## config.mk

```make
export PLATFORM = sky130hd
export DESIGN_NAME = register_pair_file
export DESIGN_NICKNAME = d
export VERILOG_FILES = /design/src/rtl/register_pair_file.sv
export SDC_FILE = /design/constraint.sdc
export NUM_CORES = 1
export LEC_CHECK = 0
export CORE_UTILIZATION = 50
export DETAILED_ROUTE_END_ITERATION = 10
export MAX_ROUTING_LAYER = met4
export PLACE_DENSITY = 0.73
export SYNTH_ARGS = -nofsm -noshare
export SYNTH_HDL_FRONTEND = slang
export SYNTH_SLANG_ARGS = --single-unit
```

## constraint.sdc

```tcl
create_clock -name clk -period 2.6 [get_ports clk]
set_input_delay 0.39 -clock clk [delete_from_list [all_inputs] [get_ports clk]]
set_output_delay 0.39 -clock clk [all_outputs]
set_load 0.05 [all_outputs]
```

## src/rtl/register_pair_file.sv

```systemverilog
// PAIRS register pairs of two WIDTH-bit halves, writable as low/high byte or full word,
// with two combinational read ports and an increment/decrement pair stepper.
module register_pair_file #(
  parameter int WIDTH  = 8,
  parameter int PAIRS  = 4,
  parameter int ADDR_W = 2,
  parameter int BYPASS = 0
) (
  input  logic                 clk,
  input  logic                 rst,
  input  logic [1:0]           wr_mode,
  input  logic [ADDR_W-1:0]    wr_addr,
  input  logic [WIDTH-1:0]     wr_byte,
  input  logic [2*WIDTH-1:0]   wr_word,
  input  logic                 step_en,
  input  logic                 step_dec,
  input  logic [ADDR_W-1:0]    step_addr,
  input  logic [1:0]           rd1_mode,
  input  logic [ADDR_W-1:0]    rd1_addr,
  input  logic [1:0]           rd2_mode,
  input  logic [ADDR_W-1:0]    rd2_addr,
  output logic [WIDTH-1:0]     rd1_byte,
  output logic [2*WIDTH-1:0]   rd1_word,
  output logic [WIDTH-1:0]     rd2_byte,
  output logic [2*WIDTH-1:0]   rd2_word,
  output logic                 step_wrap
);

  localparam int W2 = 2 * WIDTH;

  logic [PAIRS-1:0][W2-1:0] pair_q;
  logic [PAIRS-1:0][W2-1:0] pair_d;
  logic [PAIRS-1:0][W2-1:0] rd_src;
  logic                     wrap_d;
  logic                     wr_ok;
  logic                     step_ok;
  logic [W2-1:0]            sel1;
  logic [W2-1:0]            sel2;

  // A write to the same pair as a step wins and suppresses the step entirely.
  assign wr_ok   = (wr_mode != 2'b00) && ({1'b0, wr_addr} < (ADDR_W+1)'(PAIRS));
  assign step_ok = step_en && ({1'b0, step_addr} < (ADDR_W+1)'(PAIRS)) &&
                   !(wr_ok && (step_addr == wr_addr));

  always_comb begin
    pair_d = pair_q;
    wrap_d = 1'b0;
    for (int i = 0; i < PAIRS; i++) begin
      if (wr_ok && (wr_addr == ADDR_W'(i))) begin
        case (wr_mode)
          2'b01:   pair_d[i][WIDTH-1:0]  = wr_byte;
          2'b10:   pair_d[i][W2-1:WIDTH] = wr_byte;
          2'b11:   pair_d[i]             = wr_word;
          default: pair_d[i]             = pair_q[i];
        endcase
      end else if (step_ok && (step_addr == ADDR_W'(i))) begin
        if (step_dec) begin
          pair_d[i] = pair_q[i] - W2'(1);
          wrap_d    = (pair_q[i] == '0);
        end else begin
          pair_d[i] = pair_q[i] + W2'(1);
          wrap_d    = (pair_q[i] == '1);
        end
      end
    end
  end

  always_ff @(posedge clk or posedge rst) begin
    if (rst) begin
      pair_q    <= '0;
      step_wrap <= 1'b0;
    end else begin
      pair_q    <= pair_d;
      step_wrap <= wrap_d;
    end
  end

  // Bypass forwards the resolved next state, but reset must still force zeros.
  assign rd_src = (BYPASS != 0) ? (rst ? '0 : pair_d) : pair_q;

  function automatic logic [W2-1:0] pick(input logic [PAIRS-1:0][W2-1:0] src,
                                         input logic [ADDR_W-1:0]        addr);
    logic [W2-1:0] v;
    v = '0;
    for (int i = 0; i < PAIRS; i++) begin
      if (addr == ADDR_W'(i)) v = src[i];
    end
    return v;
  endfunction

  assign sel1 = pick(rd_src, rd1_addr);
  assign sel2 = pick(rd_src, rd2_addr);

  always_comb begin
    rd1_byte = '0;
    rd1_word = '0;
    case (rd1_mode)
      2'b01:   rd1_byte = sel1[WIDTH-1:0];
      2'b10:   rd1_byte = sel1[W2-1:WIDTH];
      2'b11:   rd1_word = sel1;
      default: rd1_byte = '0;
    endcase
  end

  always_comb begin
    rd2_byte = '0;
    rd2_word = '0;
    case (rd2_mode)
      2'b01:   rd2_byte = sel2[WIDTH-1:0];
      2'b10:   rd2_byte = sel2[W2-1:WIDTH];
      2'b11:   rd2_word = sel2;
      default: rd2_byte = '0;
    endcase
  end

endmodule

```

### Word level (Yosys, flattened, before mapping)

Cells that the tools add are included.
Widths: inputs -> output; s select.

| storage, ports and cells | value |
|---|---|
| logic and storage cells | 121 |
| input bits | 42 |
| flip-flop bits (word level) | 65 |

| cells by class | value |
|---|---|
| reductions and logical operators | 32 |
| equality and inequality tests | 34 |
| add/sub/neg operators | 8 |
| mux-type cells | 38 |

Operators with widths:

| cell | number |
|---|---|
| $mux 16 | 22 |
| $add 16x1->16 const B | 4 |
| $eq 16x16->1 const B | 4 |
| $logic_not 16->1 | 4 |
| $pmux 8 s2 | 4 |
| $sub 16x1->16 const B | 4 |
| $eq 2x2->1 const B | 14 |
| $ne 3x1->1 const B | 8 |
| $reduce_and 2->1 | 8 |
| $eq 2x1->1 const B | 7 |
| $mux 1 | 12 |
| $logic_and 1x1->1 | 10 |
| $reduce_bool 2->1 | 5 |
| $logic_not 2->1 | 4 |
| $eq 2x2->1 | 1 |
| $logic_not 1->1 | 1 |

### Depth between registers and ports, before layout

Gate-level depths: netlist of run 1.

| depth | value |
|---|---|
| word-level depth | 13 |
| depth in mapped cells | 11 |
| mapped depth without buffers | 9 |

### Least setup slack after synthesis of run 1

No wires, ideal clock.

| path | value |
|---|---|
| kind | input port to output port |
| start point | in rd2_addr[1] |
| end point | out rd2_byte[3] |
| buffers on the path | 2 |
| cell stages on the path | 5 |
| arrival | 2,094 ps |
| setup slack | 116 ps |
| cell sequence | clkbuf_1 buf_1 mux4_2 a22oi_1 nor2_1 |

| on the way | value |
|---|---|
| cells in the longest elaborated chain, start to end | 6 |
| elaborated cells between the ends (all ways) | 9 |
| classes of those cells | eq/ne (3); mux (5); reduce/logical (1) |

Ends and longest elaborated chain:

| element | RTL line | text |
|---|---|---|
| start: declaration | 21 | `input logic [ADDR_W-1:0] rd2_addr,` |
| $logic_not 2->1 | 86 | `if (addr == ADDR_W'(i)) v = src[i];` |
| $mux 16 (3 in series) | 86 |  |
| $mux 16 * | 86 |  |
| $pmux 8 s2 * | 108 | `case (rd2_mode)` |
| end: declaration | 24 | `output logic [WIDTH-1:0] rd2_byte,` |

Every way passes the cells marked *; elsewhere a longest branch is shown, timed or not.

### Worst setup path in the final report of run 1

| path | value |
|---|---|
| start point | in rd1_addr[0] |
| end point | out rd1_byte[7] |

| on the way | value |
|---|---|
| cells in the longest elaborated chain, start to end | 6 |
| elaborated cells between the ends (all ways) | 9 |
| classes of those cells | eq/ne (3); mux (5); reduce/logical (1) |

Ends and longest elaborated chain:

| element | RTL line | text |
|---|---|---|
| start: declaration | 19 | `input logic [ADDR_W-1:0] rd1_addr,` |
| $logic_not 2->1 | 86 |  |
| $mux 16 (3 in series) | 86 |  |
| $mux 16 * | 86 |  |
| $pmux 8 s2 * | 97 | `case (rd1_mode)` |
| end: declaration | 22 | `output logic [WIDTH-1:0] rd1_byte,` |

Marked as above.

==> reports/metrics.yaml, run 1 <==
finalPower_uw: 11300
critPathArrivalTime_ns: 2.16
cts_buffers: 9
multi_input_area_mm2: 0.00584
tritoncts: "yes"
wire_per_inst_um: 20.7
clkTransAtPathRegs_ns: 0.06
final_area_mm2: 0.0103
async_flop_share: 1.00
yosysTopAreaCellShare: 0.209
hold_viol: 0
die_area_mm2: 0.0160
place.gp.congestion: 0.961
fin_worst_skew_ns: 0.00612
fin_crit_sh: 0.979
r2r_cells: 11
finalWirelength_mm: 28.5
relSlewSlack: 0.624
die_w_um: 127
crit_end: "rd1_byte[7]"
synth_most_common_cell: "nor2_1"
diodes: 0
area_growth_pct: 32.7
drv_cap: 0
vdd_drop_max_mv: 0.459
post_synth.cell_area_avg_um2: 8.20
setup_violations: 0
fin_ws_ns: 0.0545
cts_root_buffer: "clkbuf_16"
antenna_found_initial: 0
grt_pass1_vias: 8708
nFillCells: 1254
ys_types: 71
syn-num-nets: 1056
cts_sinks: 65
cp-end-kind: "primary output"
layout_min_cycle_time_ns: 2.55
worstPathRequired_ns: 2.21
synthCells: 948
grt_setup_unrepaired: "false"
synth_common_cells: "100 x nor2_1, 94 x a21oi_1, 67 x o21ai_0"
cts_buffer_depth: 2
drt_iter0_drc: 1094
powerDensity_mw_per_mm2: 1100
antenna_left: 0
post_cts_resized: 0
ys_seq_area_frac: 0.209
ff_latch_area_mm2: 0.00163
cts_setup_buffers: 0
layout.cells.non_filler: 1377
timing.rr.end: "pair_q[60]$_DFFE_PP0P_"
synth_area_mm2: 0.00777
dp_worst_setup_slack_ns: -0.195
drive_above_1_share: 0.256
dr.pass1.iters: 6
initial_core_util: 0.511
synthTopCellsByArea: "dfrtp_1 21%, ha_1 10%, mux4_2 9.3%"
synth_seq_cells: 65
num_io_pins: 91
timing.fmax_mhz: 393
worstHoldPathType: "primary input to async pin"
synth-edff-count: 0
dp_hpwl_mm: 22.2
drv_slew: 0
crit_path_start: "rd1_addr[0]"
grt_pass1_wl_mm: 45.6
num_vias: 8923
grt.total_usage: 0.381
regToRegSetupSlack_ns: 0.13
cp-start-kind: "primary input"
grt_overflow: 0
coreArea_mm2: 0.0152
port_buffers: 90
htreeDepth: 3
final_util: 0.678
clk_latency_ns: 0.35
worstSetupPathType: "primary input to primary output"
viasPerCell: 6.48
yosys_warnings: 0
tightest_slew_ns: 0.564
leakage_uw: 0.00456
fin_nets: 1292
rows: 45
synthFlopType: "dfrtp_1"
drc: 0
path_max_fanout: 16
fp.dieH_um: 127
status: "finished clean"
grt_max_degree: 34
dp_cells: 1361
dpl_cell_area_mm2: 0.0100
synth_top_cell_by_area: "dfrtp_1"
regToRegStartpoint: "pair_q[49]$_DFFE_PP0P_"
hold_buffers: 0
-- how the worst min path moves through the flow --
stage                                     start                    end  cells past startpoint
final                                       rst  pair_q[7]$_DFFE_PP0P_                      2
after floorplan           pair_q[7]$_DFFE_PP0P_  pair_q[7]$_DFFE_PP0P_                      2
after CTS                                   rst  pair_q[7]$_DFFE_PP0P_                      2
after global placement    pair_q[7]$_DFFE_PP0P_  pair_q[7]$_DFFE_PP0P_                      3
after global routing                        rst  pair_q[7]$_DFFE_PP0P_                      2
after detailed placement  pair_q[4]$_DFFE_PP0P_  pair_q[4]$_DFFE_PP0P_                      2
-- cells by family after synthesis --
group,synth area share
adders and majority gates,0.110
muxes,0.114
buffers and inverters,0.0407
AOI/OAI and AO/OA,0.254
xor gates and xnor gates,0.0372
DFF,0.209
and+or+nand+nor,0.235
-- area by class of cell --
class	count	area share
Multi-Input combinational cell	816	0.567
Tap cell	188	0.0228
Timing Repair Buffer	270	0.216
Clock buffer	15	0.0279
Clock inverter	1	0.000728
Sequential cell	65	0.158
Inverter	22	0.00801
-- registers in the layout, indices dropped and copies added (netlist names) --
name	cells
pair_q	64
step_wrap	1
-- cells in the final DEF (no fill, tap or decap), drive strengths merged, types with 22 or more instances in the layout --
cell / netlist / layout
a21o: 22 / 22
a21oi: 95 / 95
and2: 39 / 39
buf: 23 / 229
clkdlybuf4s50: 0 / 41
dfrtp: 65 / 65
ha: 62 / 62
mux4: 32 / 32
nand2: 62 / 62
nand3: 26 / 26
nor2: 101 / 101
nor3: 25 / 25
o21ai: 73 / 73
-- where the power goes --
| part | leakage [uW] | internal (uW) | total [uW] | switching, uW |
|---|---|---|---|---|
| combinational | 0.00368 | 3710 | 7780 | 4060 |
| clock | 0.000142 | 751 | 1240 | 493 |
| sequential | 0.000742 | 1470 | 2280 | 807 |
-- worst max-delay path, stage by stage --
cell and delay [ns]:
clkdlybuf4s50_1 0.50, buf_12 0.18, mux4_2 0.55, a22oi_1 0.25, nor2_1 0.08, buf_4 0.19
-- per-layer routing --
layer | share of wire | up-vias | GRT usage | routed length (um)
li1 | - | 4053 | - | -
met5 | 0 | - | - | 0
met3 | 0.10 | 127 | 0.0894 | 2980
met4 | 0.052 | 0 | 0.200 | 1500
met2 | 0.45 | 523 | 0.593 | 12800
met1 | 0.39 | 4220 | 0.460 | 11200
-- per-stage QoR --
stage / hold slack, ns / TNS (ns)
final: 0.414 / 0
after global routing: 0.486 / 0
after CTS: 0.432 / 0
after detailed placement: 0.636 / -0.856
after global placement: 0.623 / -0.184
after floorplan: 0.521 / 0
Power figures use the tool's default switching activity.
==> run 2, diff against run 1 <==
MAX_ROUTING_LAYER = default   (was met4)
==> run 2 against run 1 <==
Effect of this change: combinational power is essentially flat; fmax decreased by 0.26%; clock power decreased by 8%; largest power group unchanged; critical endpoint unchanged; routed wire length down 1.4%; core utilization grew 0.058 points; worst setup slack got worse by 0.0066 ns; total power is 1.1% lower; final area is essentially flat.
==> reports/metrics.yaml, run 2 (same netlist as run 1, synthesis figures left out) <==
fin_worst_skew_ns: 0.0134
diodes: 0
drv_slew: 0
tightest_slew_ns: 0.527
grt_pass1_wl_mm: 43.8
layout.cells.non_filler: 1382
cp-end-kind: "primary output"
grt_pass1_vias: 8245
hold_viol: 0
route.top_layer_used: "met4"
crit_path_start: "rd1_addr[0]"
cts_sinks: 65
die_area_mm2: 0.0160
grt.total_usage: 0.356
top_register: "pair_q"
antenna_left: 0
post_cts_resized: 0
viasPerCell: 6.42
drv_cap: 0
fin_nets: 1298
leakage_uw: 0.00459
initial_core_util: 0.511
layout_commonest_cell: "buf_4"
drive_above_1_share: 0.257
regToRegStartpoint: "pair_q[2]$_DFFE_PP0P_"
worstPathRequired_ns: 2.21
timing.fmax_mhz: 392
tns_ns: 0
tritoncts: "yes"
dp_hpwl_mm: 21.8
num_vias: 8878
grt_overflow: 0
dpl_cell_area_mm2: 0.0100
vdd_drop_max_mv: 0.394
dp_worst_setup_slack_ns: -0.102
status: "finished clean"
drc: 0
antenna_found_initial: 0
timing.rr.end: "pair_q[15]$_DFFE_PP0P_"
r2r_cells: 8
wire_per_inst_um: 20.3
final_util: 0.679
port_buffers: 90
cts_buffer_depth: 2
hold_buffers: 0
crit_end: "rd1_byte[7]"
area_growth_pct: 32.8
worstSetupPathType: "primary input to primary output"
dp_cells: 1365
layout_common_cells: "225 x buf_4, 100 x nor2_1, 94 x a21oi_1"
fp.dieH_um: 127
clk_latency_ns: 0.35
powerDensity_mw_per_mm2: 1080
regToRegSetupSlack_ns: 0.20
top_regs: "pair_q x64, step_wrap x1"
largest_reg_flops: 64
grt_max_degree: 54
coreArea_mm2: 0.0152
dr.pass1.iters: 6
critPathArrivalTime_ns: 2.16
setup_violations: 0
clkTransAtPathRegs_ns: 0.06
relSlewSlack: 0.648
fin_crit_sh: 0.982
finalWirelength_mm: 28.1
path_max_fanout: 16
cts_buffers: 9
htreeDepth: 3
cts_setup_buffers: 0
num_io_pins: 91
worstHoldPathType: "primary input to async pin"
layout_min_cycle_time_ns: 2.55
wl_met1_mm: 10.7
cts_root_buffer: "clkbuf_16"
place.gp.congestion: 0.973
grt_setup_unrepaired: "false"
met2WireLength_mm: 12.4
cp-start-kind: "primary input"
rows: 45
die_w_um: 127
drt_iter0_drc: 942
wl_met3_mm: 3.37
final_area_mm2: 0.0103
fin_ws_ns: 0.0479
-- run 2: cell count changes in the layout (fill, tap and decap cells not counted), sizes merged --
cell      before  now
clkinvlp       1    0
buf          229  235
clkinv         1    5
clkbuf        15   11
-- run 2: where the power goes --
group / internal (uW) / total (uW) / switching, uW / leakage [uW]
sequential: 1470 / 2280 / 809 / 0.000742
clock: 660 / 1140 / 480 / 0.000135
combinational: 3730 / 7750 / 4030 / 0.00371
-- run 2: worst min path at each step --
stage                                       end                   from  slack, ns  cells after the start
final                     pair_q[6]$_DFFE_PP0P_                    rst       0.32                      2
after global routing      pair_q[6]$_DFFE_PP0P_                    rst       0.35                      2
after CTS                 pair_q[6]$_DFFE_PP0P_                    rst       0.33                      2
after detailed placement  pair_q[7]$_DFFE_PP0P_  pair_q[7]$_DFFE_PP0P_       0.62                      3
after global placement    pair_q[7]$_DFFE_PP0P_  pair_q[7]$_DFFE_PP0P_       0.61                      3
after floorplan           pair_q[7]$_DFFE_PP0P_  pair_q[7]$_DFFE_PP0P_       0.52                      2
-- run 2: worst max-delay path, stage by stage --
cell and delay, ns:
clkdlybuf4s50_1 0.51, buf_12 0.18, mux4_2 0.56, a22oi_1 0.25
nor2_1 0.06, buf_4 0.19
-- run 2: layout make-up --
cell class	count	area, um2
fillers	1255	4880
clock inverters	4	20.0
flip-flops and latches	65	1630
well taps	188	235
clock buffers	11	243
multi-input cells	816	5830
repair buffers	276	2280
inverters	22	82.6
-- run 2: layer usage --
layer / global-route usage / up-vias
li1: - / 4063
met1: 0.449 / 4115
met2: 0.564 / 564
met3: 0.0877 / 136
met4: 0.195 / 0
met5: 0 / -
-- run 2: per-stage QoR --
step	hold slack (ns)	total power, uW
floorplan	0.521	6810
global placement	0.612	9610
detailed placement	0.624	9780
CTS	0.328	11000
global route	0.353	11900
finish	0.322	11200
==> RTL change, RTL diff (settings of run 1) <==
Put a register stage on the output `rd1_word`, cleared by the reset. The value now appears one clock later. The other outputs are not delayed to match.
--- a/src/rtl/register_pair_file.sv
+++ b/src/rtl/register_pair_file.sv
@@ -29,2 +29,4 @@
   localparam int W2 = 2 * WIDTH;
+
+  logic [2*WIDTH-1:0] rd1_word_d;
 
@@ -95,3 +97,3 @@
     rd1_byte = '0;
-    rd1_word = '0;
+    rd1_word_d = '0;
     case (rd1_mode)
@@ -99,3 +101,3 @@
       2'b10:   rd1_byte = sel1[W2-1:WIDTH];
-      2'b11:   rd1_word = sel1;
+      2'b11:   rd1_word_d = sel1;
       default: rd1_byte = '0;
@@ -115,2 +117,10 @@
 
+  always_ff @(posedge clk or posedge rst) begin
+    if (rst) begin
+      rd1_word <= '0;
+    end else begin
+      rd1_word <= rd1_word_d;
+    end
+  end
+
 endmodule
Function: changed (a bounded check fails within 4 cycles, from zero or initial values and one cycle with rst high).
==> RTL change against run 1 <==
The run now fails in 5_2_route. Synthesized cell count shrank 3.1%. Synthesized area did not move.
==> RTL change: results (changes against run 1) <==
<table>
<tr><th>Metric</th><th>Value</th></tr>
<tr><th colspan="2">Status</th></tr>
<tr><td>Outcome</td><td>stopped before the end</td></tr>
<tr><td>Halt point of the flow</td><td>5_2_route</td></tr>
<tr><td>Stop Error</td><td>[ERROR DRT-0255] Maze Route cannot find path of net clk in worker of routeBox ( 96600 0 ) ( 126660 48300 ).</td></tr>
<tr><th colspan="2">Logic synthesis</th></tr>
<tr><td>Warnings, synthesis</td><td>0 (unchanged)</td></tr>
<tr><td>Adder and majority gate portion of the synthesized area</td><td>11.01% (unchanged)</td></tr>
<tr><td>Synthesized Nets</td><td>1,027 (-2.7%)</td></tr>
<tr><td>Multiplexer share of the synthesized area</td><td>9.404% (-1.9 points)</td></tr>
<tr><td>Top cell types by occurrence after synthesis</td><td>nor2_1, a21oi_1, dfrtp_1, nand2_1, ha_1</td></tr>
<tr><td>Leading register cell type out of synthesis</td><td>dfrtp_1</td></tr>
<tr><td>Async set-or-reset flop fraction in the synthesized netlist</td><td>100.0% (unchanged)</td></tr>
<tr><td>Xor and xnor area share after synthesis</td><td>5.072% (+1.4 points)</td></tr>
<tr><td>Distinct cell type count after synthesis</td><td>68 (-4.2%)</td></tr>
<tr><td>Cell types with the largest area share after synthesis</td><td>dfrtp_1, ha_1, mux4_2</td></tr>
<tr><td>Register area share after synthesis</td><td>26.09% (+5.2 points)</td></tr>
<tr><td>Fraction of the mapped netlist area in compound gates</td><td>23.85% (-1.6 points)</td></tr>
<tr><th colspan="2">Clock network</th></tr>
<tr><td>Inserted Clock Buffers</td><td>9 (unchanged)</td></tr>
<tr><td>Number of buffers on the longest clock path</td><td>2 (unchanged)</td></tr>
<tr><td>Clock root buffer</td><td>clkbuf_16</td></tr>
<tr><td>H-tree Lvls</td><td>3 (unchanged)</td></tr>
<tr><td>Sinks on the clock net</td><td>81 (+25%)</td></tr>
<tr><th colspan="2">Global route</th></tr>
<tr><td>Global-route wire length before repair</td><td>40.85 mm (-10%)</td></tr>
<tr><td>Number of antenna violations at the first check in global routing</td><td>0 (unchanged)</td></tr>
<tr><td>Maximum number of pins on one net before global-route repair</td><td>82 (+140%)</td></tr>
<tr><td>Global-route usage over all layers</td><td>34.12% (-3.9 points)</td></tr>
<tr><td>Vias in the first global route</td><td>7,779 (-11%)</td></tr>
<tr><th colspan="2">STA</th></tr>
<tr><td>Worst endpoint after global-route timing repair</td><td>pair_q[46]$_DFFE_PP0P_/D</td></tr>
<tr><td>Worst endpoint type</td><td>sequential cell input</td></tr>
<tr><th colspan="2">Place</th></tr>
<tr><td>Routability cong.</td><td>0.9587 (-0.26%)</td></tr>
<tr><td>Port bufs</td><td>90 (unchanged)</td></tr>
<tr><td>HPWL after DPL</td><td>19.88 mm (-10%)</td></tr>
</table>
-- RTL change: changes by cell type after synthesis, sizes merged, moves of 6 or more --
cell and delta:
or3 -6, mux2 -6, mux2i -8, o22ai -8, a21oi +8, xnor2 +15, clkbuf +6, buf -8
dfrtp +16, o221ai -6, nor2b -13, nor2 +11, nand2 +13
-- RTL change: stage by stage --
| step | area, um^2 | hold WS, ps | std cells | worst slack (ps) |
|---|---|---|---|---|
| 2_1_floorplan | 7770 | 519.1 | 919 | 38.41 |
| 3_3_place_gp | 9696 | 598.5 | 1286 | -164.9 |
| 3_5_place_dp | 9696 | 620.3 | 1286 | -226.1 |
| 4_1_cts | 10030 | 472.2 | 1302 | 59.06 |
| 5_1_grt | 10120 | 500.8 | 1309 | -99.66 |
-- RTL change: what timing repair did --
| item | 4_1_cts | 5_1_grt |
|---|---|---|
| endpoints found under the hold margin | 0 | 0 |
| setup endpoints to repair | 0 | 13 |
| gates resized for setup | 0 | 12 |
| buffers inserted | 0 | 7 |
| hold buffers | 0 | 0 |
-- RTL change: kinds of logic after synthesis --
| kind of cell | Yosys count |
|---|---|
| compound gates | 286 |
| fa+ha+maj | 66 |
| xor+xnor | 45 |
| simple gates | 343 |
| flops | 81 |
| mux | 33 |
| buf+inv | 65 |
-- RTL change: per-layer routing --
metal	track usage, %
met5	-
met4	16.46
met3	6.790
met2	53.69
met1	42.25
